--- config.mk ---
export PLATFORM = sky130hd
export DESIGN_NAME = gesture_servo_driver_flat
export DESIGN_NICKNAME = d
export VERILOG_FILES = /design/src/rtl/gesture_servo_driver_pkg.sv /design/src/rtl/gesture_servo_driver_if.sv /design/src/rtl/gesture_servo_driver_servo_pwm_channel.sv /design/src/rtl/gesture_servo_driver.sv /design/src/flat_wrapper.sv
export SDC_FILE = /design/constraint.sdc
export NUM_CORES = 1
export LEC_CHECK = 0
export ABC_AREA = 0
export CAP_MARGIN = 15
export CORE_MARGIN = 2
export CORE_UTILIZATION = 60
export DETAILED_ROUTE_END_ITERATION = 6
export PLACE_DENSITY_LB_ADDON = 0.25
export SLEW_MARGIN = 20
export SYNTH_ARGS = -nofsm -noshare
export SYNTH_HDL_FRONTEND = slang
export SYNTH_HIERARCHICAL = 1
export SYNTH_SLANG_ARGS = --single-unit
--- constraint.sdc ---
create_clock -name clk -period 11.32 [get_ports clk]
set_input_delay 1.698 -clock clk [delete_from_list [all_inputs] [get_ports clk]]
set_output_delay 1.698 -clock clk [all_outputs]
set_load 0.005 [all_outputs]
--- src/rtl/gesture_servo_driver_pkg.sv ---
// Shared constants, FSM state type and sizing helper for the gesture servo driver.
package gesture_servo_driver_pkg;

  localparam int NUM_FINGERS        = 8;
  localparam int DEF_PWM_PERIOD_CYC = 1_000_000;
  localparam int DEF_PULSE_MIN_CYC  = 50_000;
  localparam int DEF_PULSE_MAX_CYC  = 100_000;
  localparam int DEF_STEP_CYC       = 2_500;

  typedef enum logic {
    IDLE   = 1'b0,
    MOVING = 1'b1
  } state_t;

  // Bits needed to hold any value 0..max_val inclusive.
  function automatic int width_bits(input int max_val);
    return $clog2(max_val + 1);
  endfunction

endpackage

--- src/rtl/gesture_servo_driver_if.sv ---
// Gesture command in, PWM and status out; slave modport faces the driver.
interface gesture_servo_driver_if
  import gesture_servo_driver_pkg::*;
#(
  parameter int NUM_SERVO = NUM_FINGERS
);
  logic [NUM_SERVO-1:0] gesture;
  logic [NUM_SERVO-1:0] pwm;
  logic                 busy;
  logic                 done;
  logic                 dropped;

  modport master (output gesture, input pwm, input busy, input done, input dropped);
  modport slave  (input gesture, output pwm, output busy, output done, output dropped);
endinterface

--- src/rtl/gesture_servo_driver_servo_pwm_channel.sv ---
// One servo: pulse-width register ramped toward its target once per frame,
// compared against the shared frame counter to produce a registered PWM bit.
module gesture_servo_driver_servo_pwm_channel #(
  parameter int FW            = 20,
  parameter int WW            = 17,
  parameter int PULSE_MIN_CYC = 50_000,
  parameter int PULSE_MAX_CYC = 100_000,
  parameter int STEP_CYC      = 2_500
) (
  input  logic          clk,
  input  logic          rst_n,
  input  logic [FW-1:0] frame_cnt_i,
  input  logic          step_en_i,
  input  logic          target_i,
  output logic          pwm_o,
  output logic          at_target_o
);
  localparam int CW = (FW > WW) ? FW : WW;
  localparam logic [WW-1:0] W_MIN  = WW'(PULSE_MIN_CYC);
  localparam logic [WW-1:0] W_MAX  = WW'(PULSE_MAX_CYC);
  localparam logic [WW-1:0] W_STEP = WW'(STEP_CYC);

  logic [WW-1:0] width_q, width_d, stepped, tgt_w;
  logic          pwm_q;

  assign tgt_w = target_i ? W_MAX : W_MIN;

  // Clamp the last step so the width lands exactly on the target.
  always_comb begin
    stepped = width_q;
    if (width_q < tgt_w) begin
      stepped = ((tgt_w - width_q) <= W_STEP) ? tgt_w : (width_q + W_STEP);
    end else if (width_q > tgt_w) begin
      stepped = ((width_q - tgt_w) <= W_STEP) ? tgt_w : (width_q - W_STEP);
    end
    width_d = step_en_i ? stepped : width_q;
  end

  // Reflects the width as it will be after this frame's update.
  assign at_target_o = (stepped == tgt_w);

  always_ff @(posedge clk or negedge rst_n) begin
    if (!rst_n) begin
      width_q <= W_MIN;
      pwm_q   <= 1'b0;
    end else begin
      width_q <= width_d;
      pwm_q   <= (CW'(frame_cnt_i) < CW'(width_q));
    end
  end

  assign pwm_o = pwm_q;

endmodule

--- src/rtl/gesture_servo_driver.sv ---
// Gesture-driven servo driver: frame counter, move FSM with one-deep pending
// buffer, and one PWM channel per servo.
module gesture_servo_driver
  import gesture_servo_driver_pkg::*;
#(
  parameter int NUM_SERVO      = NUM_FINGERS,
  parameter int PWM_PERIOD_CYC = DEF_PWM_PERIOD_CYC,
  parameter int PULSE_MIN_CYC  = DEF_PULSE_MIN_CYC,
  parameter int PULSE_MAX_CYC  = DEF_PULSE_MAX_CYC,
  parameter int STEP_CYC       = DEF_STEP_CYC
) (
  input  logic                    clk,
  input  logic                    rst_n,
  gesture_servo_driver_if.slave   bus
);
  localparam int FW = $clog2(PWM_PERIOD_CYC);
  localparam int WW = width_bits(PULSE_MAX_CYC);

  logic [FW-1:0]        frame_cnt_q;
  logic                 frame_end, step_en, all_at_target, gesture_vld;
  logic [NUM_SERVO-1:0] at_target, pwm_w;
  logic [NUM_SERVO-1:0] target_q, pend_q;
  logic                 pend_vld_q, busy_q, done_q, dropped_q;
  state_t               state_q;

  assign frame_end     = (frame_cnt_q == FW'(PWM_PERIOD_CYC - 1));
  assign step_en       = frame_end && (state_q == MOVING);
  assign all_at_target = &at_target;
  assign gesture_vld   = |bus.gesture;

  always_ff @(posedge clk or negedge rst_n) begin
    if (!rst_n) begin
      frame_cnt_q <= '0;
    end else if (frame_end) begin
      frame_cnt_q <= '0;
    end else begin
      frame_cnt_q <= frame_cnt_q + FW'(1);
    end
  end

  always_ff @(posedge clk or negedge rst_n) begin
    if (!rst_n) begin
      state_q    <= IDLE;
      target_q   <= '0;
      pend_q     <= '0;
      pend_vld_q <= 1'b0;
      busy_q     <= 1'b0;
      done_q     <= 1'b0;
      dropped_q  <= 1'b0;
    end else begin
      done_q    <= 1'b0;
      dropped_q <= 1'b0;
      case (state_q)
        IDLE: begin
          if (gesture_vld) begin
            target_q <= bus.gesture;
            state_q  <= MOVING;
            busy_q   <= 1'b1;
          end
        end
        MOVING: begin
          if (frame_end && all_at_target) begin
            done_q <= 1'b1;
            // A gesture arriving on the completion edge beats any queued one.
            if (gesture_vld) begin
              target_q   <= bus.gesture;
              dropped_q  <= pend_vld_q;
              pend_vld_q <= 1'b0;
            end else if (pend_vld_q) begin
              target_q   <= pend_q;
              pend_vld_q <= 1'b0;
            end else begin
              state_q <= IDLE;
              busy_q  <= 1'b0;
            end
          end else if (gesture_vld) begin
            pend_q     <= bus.gesture;
            pend_vld_q <= 1'b1;
            dropped_q  <= pend_vld_q;
          end
        end
      endcase
    end
  end

  for (genvar i = 0; i < NUM_SERVO; i++) begin : gen_ch
    gesture_servo_driver_servo_pwm_channel #(
      .FW            (FW),
      .WW            (WW),
      .PULSE_MIN_CYC (PULSE_MIN_CYC),
      .PULSE_MAX_CYC (PULSE_MAX_CYC),
      .STEP_CYC      (STEP_CYC)
    ) u_ch (
      .clk         (clk),
      .rst_n       (rst_n),
      .frame_cnt_i (frame_cnt_q),
      .step_en_i   (step_en),
      .target_i    (target_q[i]),
      .pwm_o       (pwm_w[i]),
      .at_target_o (at_target[i])
    );
  end

  assign bus.pwm     = pwm_w;
  assign bus.busy    = busy_q;
  assign bus.done    = done_q;
  assign bus.dropped = dropped_q;

endmodule

--- src/flat_wrapper.sv ---
// flat-port wrapper written by rule: the top's interface ports become plain ports
module gesture_servo_driver_flat import gesture_servo_driver_pkg::*;
#(
  parameter int NUM_SERVO      = NUM_FINGERS,
  parameter int PWM_PERIOD_CYC = DEF_PWM_PERIOD_CYC,
  parameter int PULSE_MIN_CYC  = DEF_PULSE_MIN_CYC,
  parameter int PULSE_MAX_CYC  = DEF_PULSE_MAX_CYC,
  parameter int STEP_CYC       = DEF_STEP_CYC
)
  (clk, rst_n, bus_gesture, bus_pwm, bus_busy, bus_done, bus_dropped);
  gesture_servo_driver_if #(.NUM_SERVO(NUM_SERVO)) bus_i ();
  input  logic clk;
  input  logic rst_n;
  input wire logic [$bits(bus_i.gesture)-1:0] bus_gesture;
  output wire logic [$bits(bus_i.pwm)-1:0] bus_pwm;
  output wire logic [$bits(bus_i.busy)-1:0] bus_busy;
  output wire logic [$bits(bus_i.done)-1:0] bus_done;
  output wire logic [$bits(bus_i.dropped)-1:0] bus_dropped;
  assign bus_i.gesture = bus_gesture;
  assign bus_pwm = bus_i.pwm;
  assign bus_busy = bus_i.busy;
  assign bus_done = bus_i.done;
  assign bus_dropped = bus_i.dropped;
  gesture_servo_driver #(.NUM_SERVO(NUM_SERVO), .PWM_PERIOD_CYC(PWM_PERIOD_CYC), .PULSE_MIN_CYC(PULSE_MIN_CYC), .PULSE_MAX_CYC(PULSE_MAX_CYC), .STEP_CYC(STEP_CYC)) u_core (.clk(clk), .rst_n(rst_n), .bus(bus_i));
endmodule
; ---- Yosys cells after proc, flatten, opt, wreduce, memory -nomap -nowiden
; Index checks and enable logic that the tools add are counted.
[classes]
mux = 61
n_eq_ne = 14
addsub = 33
bitwise_logic = 2
order_cmp = 40
reduce_logical = 9
[op_table]
columns = op, n
row1 = 2-to-1 mux 17 bit, 40
row2 = <= comparator 17 x 12 -> 1 bit (second input constant), 16
row3 = subtractor 17 bit, 16
row4 = less-than comparator 20 x 17 -> 1 bit, 8
row5 = adder 17 x 12 -> 17 bit (second input constant), 8
row6 = == test 17 bit, 8
row7 = greater-than comparator 17 bit, 8
row8 = less-than comparator 17 bit, 8
row9 = subtractor 17 x 12 -> 17 bit (second input constant), 8
row10 = 2-to-1 mux 8 bit, 4
row11 = adder 20 x 1 -> 20 bit (second input constant), 1
row12 = == test 20 bit (second input constant), 1
row13 = 2-to-1 mux 20 bit, 1
row14 = one-hot mux 8 bit (2 select lines), 1
row15 = 2-to-1 mux 1 bit, 13
row16 = AND reduction 8 bit, 1
row17 = OR reduction 8 bit, 1
row18 = != test 2 bit (second input constant), 3
row19 = AND reduction 3 bit, 2
row20 = one-hot mux 1 bit (2 select lines), 2
row21 = AND reduction 4 bit, 1
row22 = != test 3 x 1 -> 1 bit (second input constant), 1
row23 = logical AND 1 bit, 2
row24 = != test 2 x 1 -> 1 bit (second input constant), 1
row25 = 3 further kinds, 4
[totals]
reg_bits = 185
output_inout_bits = 11
wordCells = 183

; ---- Longest topological paths before layout
[depth]
ltp_word = 11
mapped_depth = 24
depth_no_buf = 21

; ---- By module
; The synthesis kept the hierarchy.
[modules_own_cells]
columns = module, area_per_inst_um2, n_inst, cells_per_inst
row1 = gesture_servo_driver_servo_pwm_channel at u_core.gen_ch[0].u_ch ..., 3258.1, 6, 436
row2 = gesture_servo_driver_servo_pwm_channel at u_core.gen_ch[3].u_ch, 3422.0, 1, 456
row3 = gesture_servo_driver_servo_pwm_channel at u_core.gen_ch[2].u_ch, 3179.3, 1, 439
row4 = gesture_servo_driver, 1821.7, 1, 163

; ---- Least setup slack after synthesis
; Ideal clock, no wire load.
[synth_timing]
path_kind = flip-flop to flip-flop
startpoint = register u_core.target_q[2]
endpoint = register u_core.pend_q[0]
path_stages_with_launch = 20
path_buffers = 1
t_arrival_ns = 5.388
slack_ns = 5.804
path_cell_list = dfrtp_1 > inv_1 > ha_1 > clkbuf_1 > nand4_2 > and4_1 > or4_1 > mux2_2 > a211o_1 > or2_4 > nor2_4 > a2111oi_1 > or4b_1 > or4_1 > a2111oi_2 > nand4_1 > nor2_1 > and3_4 > nor2_4 > mux2_1
[synth_via]
elab_chain_cells = 11
elab_cells_between_ends = 16
cone_classes = add/sub: 2 / order compare: 4 / eq/ne: 1 / mux: 5 / bitwise: 1 / reduce/logical: 3
[synth_rtl]
columns = element, line_no
row1 = start: declaration, gesture_servo_driver.sv:22  ; logic [NUM_SERVO-1:0] target_q, pend_q;
row2 = start signal: assignment, gesture_servo_driver.sv:56  ; target_q <= bus.gesture;
row3 = start signal: assignment, gesture_servo_driver.sv:66  ; target_q <= bus.gesture;
row4 = start signal: assignment, gesture_servo_driver.sv:70  ; target_q <= pend_q;
row5 = 2-to-1 mux 17 bit (*), gesture_servo_driver_servo_pwm_channel.sv:26  ; assign tgt_w = target_i ? W_MAX : W_MIN;
row6 = subtractor 17 bit, gesture_servo_driver_servo_pwm_channel.sv:34  ; stepped = ((width_q - tgt_w) <= W_STEP) ? tgt_w : (width_q - W_STEP);
row7 = <= comparator 17 x 12 -> 1 bit, gesture_servo_driver_servo_pwm_channel.sv:34
row8 = 2-to-1 mux 17 bit, gesture_servo_driver_servo_pwm_channel.sv:34
row9 = 2-to-1 mux 17 bit, gesture_servo_driver_servo_pwm_channel.sv:33  ; end else if (width_q > tgt_w) begin
row10 = 2-to-1 mux 17 bit, gesture_servo_driver_servo_pwm_channel.sv:31  ; if (width_q < tgt_w) begin
row11 = == test 17 bit (*), gesture_servo_driver_servo_pwm_channel.sv:40  ; assign at_target_o = (stepped == tgt_w);
row12 = net u_core.at_target[2], gesture_servo_driver.sv:21  ; logic [NUM_SERVO-1:0] at_target, pwm_w;
row13 = AND reduction 8 bit (*), gesture_servo_driver.sv:28  ; assign all_at_target = &at_target;
row14 = logical AND 1 bit (*), gesture_servo_driver.sv:62  ; if (frame_end && all_at_target) begin
row15 = inverter 1 bit (no line) (*), n/a
row16 = AND reduction 3 bit (no line) (*), n/a
row17 = end signal: assignment, gesture_servo_driver.sv:77  ; pend_q <= bus.gesture;
row18 = end: declaration, gesture_servo_driver.sv:22
; The timed path passes the listed nets; every way through them passes the cells marked *.
; A chain may end at the register's enable or synchronous reset.

; ---- Worst setup path after layout
[layout_timing]
startpoint = register u_core.target_q[2]
endpoint = register u_core.target_q[3]
[layout_via]
elab_chain_cells = 11
elab_cells_between_ends = 16
cone_classes = add/sub: 2 / order compare: 4 / eq/ne: 2 / mux: 5 / reduce/logical: 3
[layout_rtl]
columns = element, line_no
row1 = 2-to-1 mux 17 bit (*), gesture_servo_driver_servo_pwm_channel.sv:26
row2 = subtractor 17 bit, gesture_servo_driver_servo_pwm_channel.sv:34
row3 = <= comparator 17 x 12 -> 1 bit, gesture_servo_driver_servo_pwm_channel.sv:34
row4 = 2-to-1 mux 17 bit, gesture_servo_driver_servo_pwm_channel.sv:34
row5 = 2-to-1 mux 17 bit, gesture_servo_driver_servo_pwm_channel.sv:33
row6 = 2-to-1 mux 17 bit, gesture_servo_driver_servo_pwm_channel.sv:31
row7 = == test 17 bit (*), gesture_servo_driver_servo_pwm_channel.sv:40
row8 = net u_core.at_target[2], gesture_servo_driver.sv:21
row9 = AND reduction 8 bit (*), gesture_servo_driver.sv:28
row10 = logical AND 1 bit (*), gesture_servo_driver.sv:62
row11 = != test 2 bit (no line) (*), n/a
row12 = AND reduction 3 bit (no line) (*), n/a
; Marked as above.

==> run summary <==
The flow ran to the end, and the final reports show no timing, DRC or antenna violations. In the final design database the tool counted 3845 nets. The highest net fanout along the worst path came out at 14. Summing internal, switching and leakage power gives 1.34 mW. The non-filler instance count after layout is 4166. The leftover overflow at the end of global routing came out at 0. Most frequent standard cell in the layout excluding fill and tap cells: sky130_fd_sc_hd__nand2_1. The die is 220 um tall. The run gives 0 as the number of max-slew violations in the final report.

The path type of the worst setup path is flop to flop. In this run, the number of DRC markers left after iteration 0 of detailed routing was 3508. The number of H-tree levels came out at 4. On the final layout, the worst clock skew is 0.0132 ns. The number of buffer cells added on primary ports was 20; the share of layout cells above drive strength 1 was 8.96%. In this run, post-CTS hold repair placed 0 buffers. The tools report the sequential share of the synthesized area as 16.8%. The run gives 3674 as the post-synthesis instance total.

Global routing used 38.2% of the available tracks. The count of endpoints failing setup in the final report is 0, and the via density per instance is 7.11. The first detailed-routing pass took 7 iterations. The run gives 185 as the clock sink count. In the finished design, the share of the clock period the worst path needs comes to 60.9%. The run gives 17 as the clock buffer count from CTS. Dividing the synthesized area by the synthesized cell count gives 7.61 um2. In this run the power spent charging and discharging nets is 0.330 mW. For the routed via count, the log shows 29600. 21 I/O pins were placed. The tools report the number of antenna cells inserted as 0. Post-CTS repair changed the size of 0 cells.

Entering global routing, the biggest net connects 114 pins. The final count of hold timing violations was 0; the number of global-route vias before repair was 27500. The tools report the root buffer selected by CTS as sky130_fd_sc_hd__clkbuf_16. The tools report the number of cells in the design after placement as 4133.

Type of element launching the critical path: a flop. After routing the design area is 28700 um2. Summed over all nets, wire length on met3 after detailed routing comes to 8440 um. The number of standard-cell rows in the floorplan is 79.

In this run the worst hold path is classified as flop to flop. The tightest hold path in the finished design has a slack of 0.498 ns. The count of nets left with antenna violations after detail routing is 0, and the cell area reported after detailed placement is 28100 um2. The logs give 3973 for the net count of the mapped netlist and 114 for the count of distinct cell types in the synthesized netlist. The die covers 48400 um2. In this run, the combinational gates consume 1.8% of the power.

The fraction of power spent switching nets was 24.7%; the placed wire-length estimate after detailed placement was 68400 um. The total length of routed met2 wires is 43300 um. The core region is 46300 um2. In this run the power density over the cells is 46.6 nW/um2.

The number of buffers inserted to repair setup after CTS is 0. Measured against its own limit, the worst slew margin works out to 27.6%. The starting density of the core is 60.5%, and the slew at the pin with the worst max-slew slack is 1.08 ns. At the worst endpoint, the required time is 11.64 ns.

The data arrival time of the critical path came out at 7.21 ns. During synthesis, Yosys emitted a total of 6 warnings. In the final timing run, aggregate negative setup slack is 0 ns.

The routed design could run at a clock period as short as 6.89 ns. Setup repair after global routing left no endpoint under its margin. TritonCTS built the clock tree.

After detailed routing, no signal wire sits above met4. Synthesis inferred 185 register bits. IR analysis of the VDD net gives a maximum drop of 84.3 uV. The number of antenna violations at the first check in global routing came out at 1. The most used flip-flop cell after synthesis is sky130_fd_sc_hd__dfrtp_1. At the end of routability-driven placement, the weighted congestion stood at 0.984. Measured along the x axis, the die boundary spans 220 um. The post-route DRC violation count was 0. The leakage power is 11.5 nW.

The library cells used most frequently in the layout, excluding fill and tap cells, are 323 x sky130_fd_sc_hd__nand2_1, 292 x sky130_fd_sc_hd__nor2_1, 281 x sky130_fd_sc_hd__ha_1, 258 x sky130_fd_sc_hd__o21ai_0, 227 x sky130_fd_sc_hd__a21oi_1. For the clock latency reported for the late side of the worst-skew pair, the log shows 0.49 ns. Cell internal power was estimated by the tool at 1.01 mW.

No sink is reached through more buffers than the 2 on the longest clock path. The number of max-capacitance violations reported was 0. The average wire per standard cell came out at 22.6 um. The share of total power dissipated in the clock network is 48.7%. Of all flip-flops after synthesis, the portion carrying an async set or reset was 100%. The first global-routing pass estimated 149000 um of wire.

The final wirelength was 94100 um. CTS clock-pin slew for the worst setup and hold paths: 0.07 ns. The number of synthesized flops with an enable pin is 0, and the achievable frequency is 145 MHz. STA classifies the critical path endpoint as a flop.

From synthesis to final layout, the design area changed by 2.67%. For the synthesized cell area, the log shows 28000 um2. The met1 layer wirelength in the final routing is 38500 um. For the proportion of power drawn by flip-flops and latches, the log shows 49.6%.
[flip-flops by register name, indices dropped and copies added (netlist names)]
name and flops:
u_core/bus.dropped 1, u_core/frame_cnt_q 20, u_core/pend_q 8, u_core/target_q 8
u_core/bus.busy 1, u_core/gen_ch.u_ch/pwm_o 8, u_core/gen_ch.u_ch/width_q 136, u_core/state_q 1
u_core/bus.done 1, u_core/pend_vld_q 1
[synth_stat cells (all sizes together) (33+ instances only)]
library cell | count | area [um2]
dfrtp | 137 | 3430
inv | 175 | 657
nand2 | 324 | 1220
xnor2 | 141 | 1230
o211ai | 48 | 360
clkbuf | 81 | 304
o31ai | 42 | 315
or2 | 37 | 234
a31oi | 95 | 647
nor3 | 118 | 681
a21oi | 241 | 1270
and2 | 39 | 244
nor2 | 308 | 1200
xor2 | 49 | 429
and3 | 67 | 433
buf | 123 | 858
a21o | 93 | 707
nand3 | 188 | 971
ha | 281 | 3520
o21ai | 276 | 1390
nor4 | 60 | 503
nand4 | 33 | 213
dfstp | 48 | 1260
o22ai | 44 | 282
[path summary, 6_finish.rpt]
check / from / end / slack, ns / cells past startpoint
min in group asynchronous: rst_n / u_core/gen_ch[1].u_ch/width_q[13] / 1.12 / 1
hold reg to reg: u_core/pend_q[2] / u_core/pend_q[2] / 0.50 / 1
max in group asynchronous: rst_n / u_core/pend_q[6] / 8.38 / 3
setup reg to reg: u_core/target_q[2] / u_core/target_q[3] / 4.43 / 19
setup / recovery: u_core/target_q[2] / u_core/target_q[3] / 4.43 / 19
hold / removal: u_core/pend_q[2] / u_core/pend_q[2] / 0.50 / 1
[power groups by stage]
stage	Sequential, mW	Combinational [mW]	Clock, mW
after detailed placement	0.676	0.0231	0
after global routing	0.664	0.0261	0.692
after global placement	0.676	0.0224	0
final	0.664	0.0234	0.652
after CTS	0.663	0.0231	0.665
after floorplan	0.676	0.00202	0
[metal layers]
layer	up-vias	GRT usage [%]
li1	13500	-
met1	14200	50.2
met2	1659	61.9
met3	286	6.02
met4	0	16.7
met5	-	0
[cell type report]
type / count / area, um2
Clock buffer: 18 / 439
Multi-Input combinational cell: 3089 / 21400
Fill cell: 4225 / 17500
Clock inverter: 14 / 176
Tap cell: 607 / 759
Sequential cell: 185 / 4690
Timing Repair Buffer: 57 / 502
Inverter: 196 / 736
[through the flow]
| step | setup WS, ns | util (%) |
|---|---|---|
| after floorplan | 5.80 | - |
| after global placement | 4.75 | 60.7 |
| after detailed placement | 4.52 | 60.7 |
| after CTS | 4.51 | 62.0 |
| after global routing | 4.02 | 62.1 |
| final | 4.43 | 62.1 |
[logic make-up (layout without fill, tap and decap cells)]
group | count (synthesis) | in the layout | synth area share, %
and+or+nand+nor | 1356 | 1356 | 25.6
buffers and inverters | 400 | 285 | 6.79
xor gates and xnor gates | 190 | 190 | 5.95
adders and majority gates | 289 | 289 | 13.1
DFF | 185 | 185 | 16.8
muxes | 43 | 43 | 1.61
AOI/OAI and AO/OA | 1211 | 1211 | 30.1
[worst max-delay path, stage by stage, from the launching register on]
cell and delay [ns]:
sky130_fd_sc_hd__dfrtp_1 0.66, sky130_fd_sc_hd__inv_1 0.45, sky130_fd_sc_hd__ha_1 0.49, sky130_fd_sc_hd__nor3b_4 0.27, sky130_fd_sc_hd__nand4_1 0.27, sky130_fd_sc_hd__nand2_1 0.22
sky130_fd_sc_hd__o31ai_1 0.14, sky130_fd_sc_hd__or4b_2 0.63, sky130_fd_sc_hd__a211o_1 0.33, sky130_fd_sc_hd__o21a_1 0.32, sky130_fd_sc_hd__a22oi_1 0.25, sky130_fd_sc_hd__nand2_1 0.11
sky130_fd_sc_hd__or4b_1 0.48, sky130_fd_sc_hd__or4_1 0.55, sky130_fd_sc_hd__a2111oi_2 0.42, sky130_fd_sc_hd__nand4_1 0.20, sky130_fd_sc_hd__nor2_1 0.13, sky130_fd_sc_hd__and3_4 0.24
sky130_fd_sc_hd__o21bai_1 0.33, sky130_fd_sc_hd__mux2i_1 0.23
Power figures use the tool's default switching activity.
